### src/rtl/jtcop_obj_scan.sv
// Per-line object table scanner: walks the 256-entry sprite table during
// horizontal blank and issues one tile draw request per sprite hitting vrender.
module jtcop_obj_scan (
  input  logic        clk,
  input  logic        rst,
  input  logic        LHBL,
  input  logic [8:0]  vrender,
  output logic [9:0]  tbl_addr,
  input  logic [15:0] tbl_dout,
  output logic        draw,
  input  logic        draw_busy,
  output logic [12:0] tile_id,
  output logic [3:0]  veff,
  output logic        hflip,
  output logic [3:0]  tile_pal,
  output logic [8:0]  hpos,
  output logic        done
);

  typedef enum logic [2:0] {
    IDLE, RD0, CHK, RD1, RD2, ISSUE, HOLD, NEXT
  } state_t;

  state_t      st;
  logic        lhbl_l;
  logic        lhbl_fall;
  logic        hold_wait;
  logic [7:0]  idx;
  logic [8:0]  vline;

  logic        l_hflip;
  logic [3:0]  l_veff;
  logic [2:0]  l_row;
  logic [12:0] l_code;

  logic [8:0]  ydiff;
  logic [8:0]  height;
  logic [2:0]  row_mask;
  logic [2:0]  row_raw;
  logic [2:0]  row_n;
  logic [3:0]  veff_n;
  logic        hit;

  assign lhbl_fall = lhbl_l & ~LHBL;

  // w0 decode: full 9-bit modular difference so sprites wrapping below y=0 still hit
  always_comb begin
    ydiff  = vline - tbl_dout[8:0];
    height = 9'd16 << tbl_dout[12:11];
    case (tbl_dout[12:11])
      2'd0:    row_mask = 3'd0;
      2'd1:    row_mask = 3'd1;
      2'd2:    row_mask = 3'd3;
      default: row_mask = 3'd7;
    endcase
    hit     = tbl_dout[15] && (ydiff < height);
    row_raw = ydiff[6:4] & row_mask;
    row_n   = tbl_dout[14] ? (row_mask - row_raw) : row_raw;
    veff_n  = tbl_dout[14] ? ~ydiff[3:0] : ydiff[3:0];
  end

  always_ff @(posedge clk or posedge rst) begin
    if (rst) begin
      st        <= IDLE;
      lhbl_l    <= 1'b0;
      hold_wait <= 1'b0;
      idx       <= '0;
      vline     <= '0;
      l_hflip   <= 1'b0;
      l_veff    <= '0;
      l_row     <= '0;
      l_code    <= '0;
      tbl_addr  <= '0;
      draw      <= 1'b0;
      tile_id   <= '0;
      veff      <= '0;
      hflip     <= 1'b0;
      tile_pal  <= '0;
      hpos      <= '0;
      done      <= 1'b0;
    end else begin
      lhbl_l <= LHBL;
      draw   <= 1'b0;
      // A new blank always wins, whatever the scan was doing
      if (lhbl_fall) begin
        idx       <= '0;
        done      <= 1'b0;
        vline     <= vrender;
        hold_wait <= 1'b0;
        st        <= RD0;
      end else begin
        case (st)
          IDLE: ;
          RD0: begin
            tbl_addr <= {idx, 2'd0};
            st       <= CHK;
          end
          CHK: begin
            if (hit) begin
              l_hflip  <= tbl_dout[13];
              l_veff   <= veff_n;
              l_row    <= row_n;
              tbl_addr <= {idx, 2'd1};
              st       <= RD1;
            end else begin
              st <= NEXT;
            end
          end
          RD1: begin
            l_code   <= tbl_dout[12:0];
            tbl_addr <= {idx, 2'd2};
            st       <= RD2;
          end
          // Visible fields are only updated here so they stay stable through the draw
          RD2: begin
            tile_id  <= l_code + {10'd0, l_row};
            veff     <= l_veff;
            hflip    <= l_hflip;
            tile_pal <= tbl_dout[15:12];
            hpos     <= tbl_dout[8:0];
            st       <= ISSUE;
          end
          ISSUE: begin
            if (!draw_busy) begin
              draw      <= 1'b1;
              hold_wait <= 1'b0;
              st        <= HOLD;
            end
          end
          // First HOLD cycle ignores busy: the draw stage has not raised it yet
          HOLD: begin
            if (!hold_wait) begin
              hold_wait <= 1'b1;
            end else if (!draw_busy) begin
              st <= NEXT;
            end
          end
          NEXT: begin
            if (idx == 8'hff) begin
              done <= 1'b1;
              st   <= IDLE;
            end else begin
              idx <= idx + 8'd1;
              st  <= RD0;
            end
          end
          default: st <= IDLE;
        endcase
      end
    end
  end

endmodule

### config.mk
export PLATFORM = sky130hd
export DESIGN_NAME = jtcop_obj_scan
export DESIGN_NICKNAME = d
export VERILOG_FILES = /design/src/rtl/jtcop_obj_scan.sv
export SDC_FILE = /design/constraint.sdc
export NUM_CORES = 1
export LEC_CHECK = 0
export ABC_AREA = 0
export CAP_MARGIN = 10
export CORE_ASPECT_RATIO = 2
export CORE_MARGIN = 2
export CORE_UTILIZATION = 25
export CTS_CLUSTER_SIZE = 10
export DETAILED_ROUTE_END_ITERATION = 6
export GPL_ROUTABILITY_DRIVEN = 0
export SLEW_MARGIN = 30
export SYNTH_ARGS = -nofsm -noshare
export SYNTH_HDL_FRONTEND = slang
export SYNTH_SLANG_ARGS = --single-unit
export TNS_END_PERCENT = 100
### constraint.sdc
create_clock -name clk -period 4.7 [get_ports clk]
set_input_delay 0.705 -clock clk [delete_from_list [all_inputs] [get_ports clk]]
set_output_delay 0.705 -clock clk [all_outputs]
set_load 0.01 [all_outputs]
# [Yosys cells after proc, flatten, opt, wreduce, memory -nomap -nowiden]
# Index checks and enable logic that the tools add are counted.
[totals] word_cells=82 out_inout_bits=43 regBits=86
[op_classes] addsub=4 n_eq_ne=15 n_reduce_logical=15 order_cmp=1 n_shift=1 n_mux=24 bitwise_logic=5
[ops] op="$pmux W10 S3" count=1
[ops] op="$mux W8" count=3
[ops] op="$pmux W3 S7" count=1
[ops] op="$mux W3" count=6
[ops] op="$add A13 B3 Y13" count=1
[ops] op="$eq A3 B3 Y1 const B" count=4
[ops] op="$mux W10" count=1
[ops] op="$reduce_and A2 Y1" count=5
[ops] op="$lt A9 B9 Y1" count=1
[ops] op="$mux W1" count=9
[ops] op="$ne A3 B3 Y1 const B" count=3
[ops] op="$pmux W3 S3" count=1
[ops] op="$shl A5 B2 Y9 const A" count=1
[ops] op="$sub A9 B9 Y9" count=1
[ops] op="$add A8 B1 Y8 const B" count=1
[ops] op="$eq A8 B8 Y1 const B" count=1
[ops] op="$reduce_bool A8 Y1" count=1
[ops] op="$eq A3 B2 Y1 const B" count=2
[ops] op="$reduce_and A3 Y1" count=2
[ops] op="$reduce_bool A3 Y1" count=2
[ops] op="$mux W4" count=1
[ops] op="$ne A2 B2 Y1 const B" count=2
[ops] op="$not A4 Y4" count=1
[ops] op="$reduce_and A4 Y1" count=1
[ops] op="other kinds (11)" count=13

# [Depth between registers and ports, before layout]
[logic_depth] ltp_word=6 mapped_depth=14

# [Least setup slack after synthesis]
# No wires, ideal clock.
[synth_path] kind="input to register" start="in tbl_dout[0]" end="reg l_hflip" t_arrival_ns=3.478 setup_slack_ns=1.097 setup_time_ns=0.125 cell_stages=12 cell_sequence="ha_1 fa_1 nor2b_4 o31a_1 nor2_1 ha_1 o21a_1 o21a_1 o21ai_0 o2111ai_2 nor3_4 mux2_4"
[synth_via] elab_chain_cells=4
[synth_lines] element="start: declaration" line_no="9" rtl="input logic [15:0] tbl_dout,"
[synth_lines] element="$sub A9 B9 Y9" line_no="48" rtl="ydiff = vline - tbl_dout[8:0];"
[synth_lines] element="$lt A9 B9 Y1" line_no="56" rtl="hit = tbl_dout[15] && (ydiff < height);"
[synth_lines] element="$logic_and A1 B1 Y1" line_no="56"
[synth_lines] element="$reduce_and A3 Y1 (no source line)"
[synth_lines] element="end signal: assignment" line_no="100" rtl="l_hflip <= tbl_dout[13];"
[synth_lines] element="end: declaration" line_no="31" rtl="logic l_hflip;"
# Every way passes these cells.
# A chain may end at the register's enable or synchronous reset.

# [Worst setup path in the final report]
[layout_path] start="in tbl_dout[0]" end="reg tbl_addr[9]"
[layout_via] elab_chain_cells=5
[layout_lines] element="$sub A9 B9 Y9" line_no="48"
[layout_lines] element="$lt A9 B9 Y1" line_no="56"
[layout_lines] element="$logic_and A1 B1 Y1" line_no="56"
[layout_lines] element="$ne A2 B2 Y1 (no source line)"
[layout_lines] element="$reduce_and A3 Y1 (no source line)"
[layout_lines] element="end signal: assignment" line_no="95" rtl="tbl_addr <= {idx, 2'd0};"
[layout_lines] element="end signal: assignment" line_no="103" rtl="tbl_addr <= {idx, 2'd1};"
[layout_lines] element="end signal: assignment" line_no="111" rtl="tbl_addr <= {idx, 2'd2};"
[layout_lines] element="end: declaration" line_no="8" rtl="output logic [9:0] tbl_addr,"
# Every way passes these cells.

==> qor.csv <==
stage;metric;value;unit
yosys;#FFs+latches synth;86;
yosys;Mapped Area;4394;um^2
sta;Final min period;4073;ps
sta;Final Hold Vio Count;0;
power;Pleak;2.466;nW
grt;Total GRT Usage;0.1139;
routing;DRT Pass-1 Iters;4;
layout;share of layout cells above drive strength 1;0.1729;
yosys;Post-Synth Simple-Gate Area;0.1392;
sta;Setup Skew;6.875;ps
critical_path;Crit. Startpoint;tbl_dout[0];
floorplanning;Core Box Area;17270;um^2
floorplanning;I/O pins;72;
critical_path;FF-to-FF End;tbl_addr[9]$_DFFE_PP0P_;
critical_path;WP data required;4930;ps
grt;antenna violations before repair;0;
layout;area occupied by multi-input gates;2106;um^2
grt;first-pass GRT wire length;16540;um
cts;CTS tree;built;
critical_path;CP Max Fanout;8;
yosys;synthesized area per cell;10.93;um^2
yosys;Compound-Gate Fraction of Synth Area;0.08400;
sta;Max Slew Vio Count;0;
routing;WL final;10330;um
yosys;YS warnings;0;
critical_path;critical path arrival;4300;ps
grt;GR Layer Usage met2;0.2202;
sta;Achievable Freq;245.5;MHz
yosys;Synth Flop Type;dfrtp_1;
sta;RSZ-0062 raised after global routing;false;
floorplanning;Initial Util;0.2544;
routing;vias;3182;
yosys;dominant cells by area after synthesis;dfrtp_1 49%, mux2_2 11%, ha_1 5.1%;
floorplanning;die footprint;18720;um^2
run;max-cap viol count;0;
grt;layer with the highest usage;met2;
grt;met1 Use GR;0.1102;
routing;drt wl/cell;14.97;um
critical_path;Crit Path Class;in2reg;
yosys;Post-Synth Adder-Cell Area;0.06036;
cts;post-CTS sizing;0;
sta;relative slew slack;0.4078;
critical_path;reg2reg setup slack;1170;ps
floorplanning;die span in x;97.75;um
sta;Fin Setup TNS;0;ps
yosys;post-synth top area share;0.4897;
yosys;post-synthesis mux area share;0.1401;
sta;fin crit share;0.8666;
cts;root buffer cell;clkbuf_16;
yosys;Post-Synth XOR/XNOR Area;0.05382;
layout;Fill cells;1711;
routing;vias per cell;4.612;
routing;DRT antenna net count;0;
grt;met3 Use GR;0.02742;
cts;H-tree depth;3;
run_status;status;completed;
routing;Post-route DRC;0;
layout;Design Area, Final;5689;um^2
layout;# diodes;0;
critical_path;reg2reg start;vline[0]$_DFFE_PP0P_;
yosys;syn nets;451;
critical_path;Reg2Reg Depth;13;
yosys;largest family of logic cells by synthesized area;multiplexers;
yosys;most area-hungry cell type in the Yosys netlist;dfrtp_1;
critical_path;CP endpoint kind;flip-flop;
cts;Post-CTS Setup Inserts;0;
worst_hold_path;worst hold path type;reg2reg;
layout;most common cell after layout, fill and taps aside;dfrtp_1;
cts;CTS Buf Count;9;
cts;Longest Clk Path Bufs;2;
power;pwr/cell area;544.6;nW/um^2
sta;Worst-Margin Slew;886.1;ps
placed_design;Placed Area;5356;um^2
layout;Final nets;524;
cts;worst skew pair latency;340;ps
cts;clock net sink count;86;
grt;number of global-route vias before repair;3255;
power;Max IR drop VDD;0.2027;mV
critical_path;Worst Setup EP;tbl_addr[9]$_DFFE_PP0P_;
cts;Worst-path clk slew;70;ps
yosys;EDFF count, synth;0;
placed_design;IO Port Bufs;71;
yosys;FFs w/ async S/R, synth;1.000;
grt;largest net degree at the start of global routing;56;
floorplanning;number of core rows;68;
layout;Layout area overhead;29.47;%
sta;setup violators final;0;
yosys;Post-Synthesis Cells;402;
grt;Congestion Overflow GR;0;
layout;most frequent cells in the layout;86 x dfrtp_1, 71 x clkdlybuf4s50_1, 44 x mux2_2, 41 x nand2_1, 32 x nor2_1;
cts;# hold bufs at CTS;0;
placed_design;DP HPWL;7954;um
floorplanning;Die Y;191.5;um
routing;starting DRC count in detailed routing;76;
yosys;register area share after synthesis;0.4897;
layout;Storage cell area;2152;um^2
yosys;Synth cell types;51;
critical_path;Startpoint Class;input pin;
-- metrics by stage --
stage | hold WS, ps | util | power [W] | cells | setup WS [ps]
after floorplan | 449.7 | - | 0.001857 | 402 | 1097
after global routing | 514.2 | 0.3294 | 0.003300 | 690 | 387.5
after detailed placement | 471.7 | 0.3101 | 0.002351 | 674 | 220.2
after global placement | 475.2 | 0.3101 | 0.002313 | 674 | 350.1
after CTS | 487.7 | 0.3293 | 0.003155 | 690 | 595.8
final | 486.0 | 0.3294 | 0.003099 | 690 | 627.0
-- power breakdown --
group / internal (W) / switching (W) / total, W
sequential: 0.000995 / 0.000188 / 0.00118
combinational: 0.000654 / 0.000480 / 0.00113
clock: 0.000483 / 0.000298 / 0.000781
total: 0.00213 / 0.000967 / 0.00310
-- flip-flops by register name, indices dropped and copies added, names as in the netlist --
name	cells
l_row	3
hpos	9
draw	1
vline	9
hflip	1
lhbl_l	1
tbl_addr	10
st	3
idx	8
tile_pal	4
veff	4
l_code	13
l_hflip	1
l_veff	4
tile_id	13
done	1
hold_wait	1
-- area by class of cell --
| type | count | area share |
|---|---|---|
| inverter | 19 | 0.01298 |
| multi-input combinational | 281 | 0.3701 |
| tap | 210 | 0.04618 |
| clock buffer | 10 | 0.04201 |
| timing repair buffer | 78 | 0.1342 |
| clock inverter | 6 | 0.01627 |
| sequential | 86 | 0.3783 |
-- synth_stat cells, types with 9 or more instances --
cell	instances
ha_1	18
mux2_2	44
clkbuf_1	9
xnor2_1	17
inv_1	19
o21ai_0	11
a21oi_1	17
nor2_1	33
nand2_1	41
xor2_1	10
nand3_1	9
dfrtp_1	86
-- how the worst min path moves through the flow --
stage / to / cells past startpoint / start
global route: vline[6]$_DFFE_PP0P_ / 2 / vline[6]$_DFFE_PP0P_
CTS: vline[6]$_DFFE_PP0P_ / 2 / vline[6]$_DFFE_PP0P_
floorplan: vline[2]$_DFFE_PP0P_ / 2 / vline[2]$_DFFE_PP0P_
detailed placement: vline[6]$_DFFE_PP0P_ / 2 / vline[6]$_DFFE_PP0P_
finish: vline[6]$_DFFE_PP0P_ / 2 / vline[6]$_DFFE_PP0P_
global placement: vline[7]$_DFFE_PP0P_ / 2 / vline[7]$_DFFE_PP0P_
-- routing by layer --
metal  wire, um  part of all wire
met2       6001              0.58
met4        312             0.030
met1       3704              0.36
met5          0                 0
met3        313             0.030
-- logic make-up after synthesis --
family	count (synthesis)
compound gates	57
simple gates	125
flops	86
mux	52
xor+xnor	27
buf+inv	35
fa+ha+maj	20
-- critical path, stage by stage --
cell and delay, ps:
clkdlybuf4s50_1 490, ha_1 270, fa_1 450, nor2b_4 150, o31a_1 270, nor2_1 130
ha_1 290, o21a_1 160, o21a_1 150, o21ai_0 200, o2111ai_2 230, o21ai_2 420
mux2_2 390
Note: power is estimated with default switching activity, not from simulation.
==> RTL edit: new RTL, same flow settings <==
Encoding of `state_t`: now Gray code (3 bits for 8 states).
--- a/src/rtl/jtcop_obj_scan.sv
+++ b/src/rtl/jtcop_obj_scan.sv
@@ -19,5 +19,5 @@
 
   typedef enum logic [2:0] {
-    IDLE, RD0, CHK, RD1, RD2, ISSUE, HOLD, NEXT
+    IDLE = 3'b000, RD0 = 3'b001, CHK = 3'b011, RD1 = 3'b010, RD2 = 3'b110, ISSUE = 3'b111, HOLD = 3'b101, NEXT = 3'b100
   } state_t;
 
Function: no difference found for any inputs over 10 cycles, from zero or initial values and one cycle with rst high; not proved beyond that.
==> RTL edit against the unedited design <==
Largest power group unchanged; total power shrank 3.3%; sequential cell count is the same; die area down 1.2%; global-route usage is 0.71 points lower; clock power decreased by 2%; synthesized area decreased by 1.2%; critical endpoint is now tbl_addr[5]; routed wire length fell by 7.7%; setup slack got worse by 0.051 ns; design area down 1.4%.
==> RTL edit: results (changes against the unedited design) <==
- Antenna diode count: 0 (unchanged)
- Outcome: finished, final reports clean (unchanged)
- Worst Setup Slack, final: 0.5765 ns (was 0.6270 ns)
- Sequential-to-total area share from yosys stat: 49.57% (was 48.97%)
- R2R cell count: 10 (was 13)
- Critical Path AT: 4.34 ns (was 4.30 ns)
- Pre-CTS setup slack: 0.2418 ns (was 0.2202 ns)
- Clock Skew: 0.009991 ns (was 0.006875 ns)
- Worst hold-check path type: register to register (unchanged)
- Met3 GRT Util: 2.419% (was 2.742%)
- Violation count after the first detailed-route iteration: 114 (was 76)
- Worst vdd ir: 0.2048 mV (was 0.2027 mV)
- Worst Setup SP: tbl_dout[5] (was tbl_dout[0])
- Largest net degree at the start of global routing: 52 (was 56)
- Worst r2r src: vline[5] (was vline[0])
- WS Path Type: input port to register (unchanged)
- Netlist cell types: 49 (was 51)
- Top area cells in the synthesized netlist: dfrtp_1, mux2_2, nand2_1 (was dfrtp_1, mux2_2, ha_1)
- Leak: 2.485 nW (was 2.466 nW)
- Global-route wire length before repair: 15730 µm (was 16540 µm)
- Switch share: 32.05% (was 31.20%)
- M1 WL: 4488 µm (was 3704 µm)
- Syn nets: 459 (was 451)
- Met2 Track Usage GR: 17.63% (was 22.02%)
- Total track usage: 10.68% (was 11.39%)
- Metal2 WL: 4557 µm (was 6001 µm)
- Combinational power share: 35.2% (was 36.6%)
- Area post-placement: 5286 µm² (was 5356 µm²)
- Slowest cell delay on critical path: 0.54 ns (was 0.49 ns)
- Final wirelength: 9539 µm (was 10330 µm)
- Post-DP HPWL: 7193 µm (was 7954 µm)
- Final nets: 530 (was 524)
- R2R Setup Slk: 1.15 ns (was 1.17 ns)
- Met1 Track Usage GR: 13.76% (was 11.02%)
==> RTL edit: worst min-delay path by stage <==
stage	startpoint	to	slack, ns	depth (start not counted)
floorplan	vline[2]	vline[2]	0.45	2
global placement	tile_id[11]	tile_id[11]	0.46	2
detailed placement	tbl_addr[1]	tbl_addr[1]	0.47	1
CTS	tbl_addr[1]	tbl_addr[1]	0.48	1
global route	tbl_addr[1]	tbl_addr[1]	0.49	1
finish	tbl_addr[1]	tbl_addr[1]	0.47	1
==> RTL edit: through the flow <==
step | hold WS (ns) | cells | utilization, % | power, W
after floorplan | 0.4497 | 409 | - | 0.001805
after global placement | 0.4621 | 679 | 30.90 | 0.002233
after detailed placement | 0.4650 | 679 | 30.91 | 0.002262
after CTS | 0.4795 | 695 | 32.80 | 0.003048
after global routing | 0.4934 | 695 | 32.80 | 0.003202
final | 0.4746 | 695 | 32.80 | 0.002998
==> RTL edit: kinds of logic (layout without fill, tap and decap cells) <==
group           Yosys count  after routing  share of synthesized area (%)
buf+inv                  35            111                          3.256
flops                    86             86                          49.57
fa+ha+maj                21             21                          6.398
compound gates           62             62                          9.194
simple gates            135            135                          14.84
xor+xnor                 27             27                          5.447
mux                      43             43                          11.30
==> RTL edit: worst register-to-register path, delay by kind of cell, from the launching register on <==
family	cells	cell delay, ns
AOI/OAI and AO/OA	5	1.42
adders and majority gates	2	0.79
and+or+nand+nor	2	0.50
DFF	1	0.39
muxes	1	0.34
==> RTL edit: final cells by class <==
type | instances | area share, %
multi-input cells | 288 | 36.63
clock inverters | 7 | 1.740
repair buffers | 75 | 13.21
flip-flops and latches | 86 | 38.37
well taps | 210 | 4.684
clock buffers | 9 | 4.015
inverters | 20 | 1.361
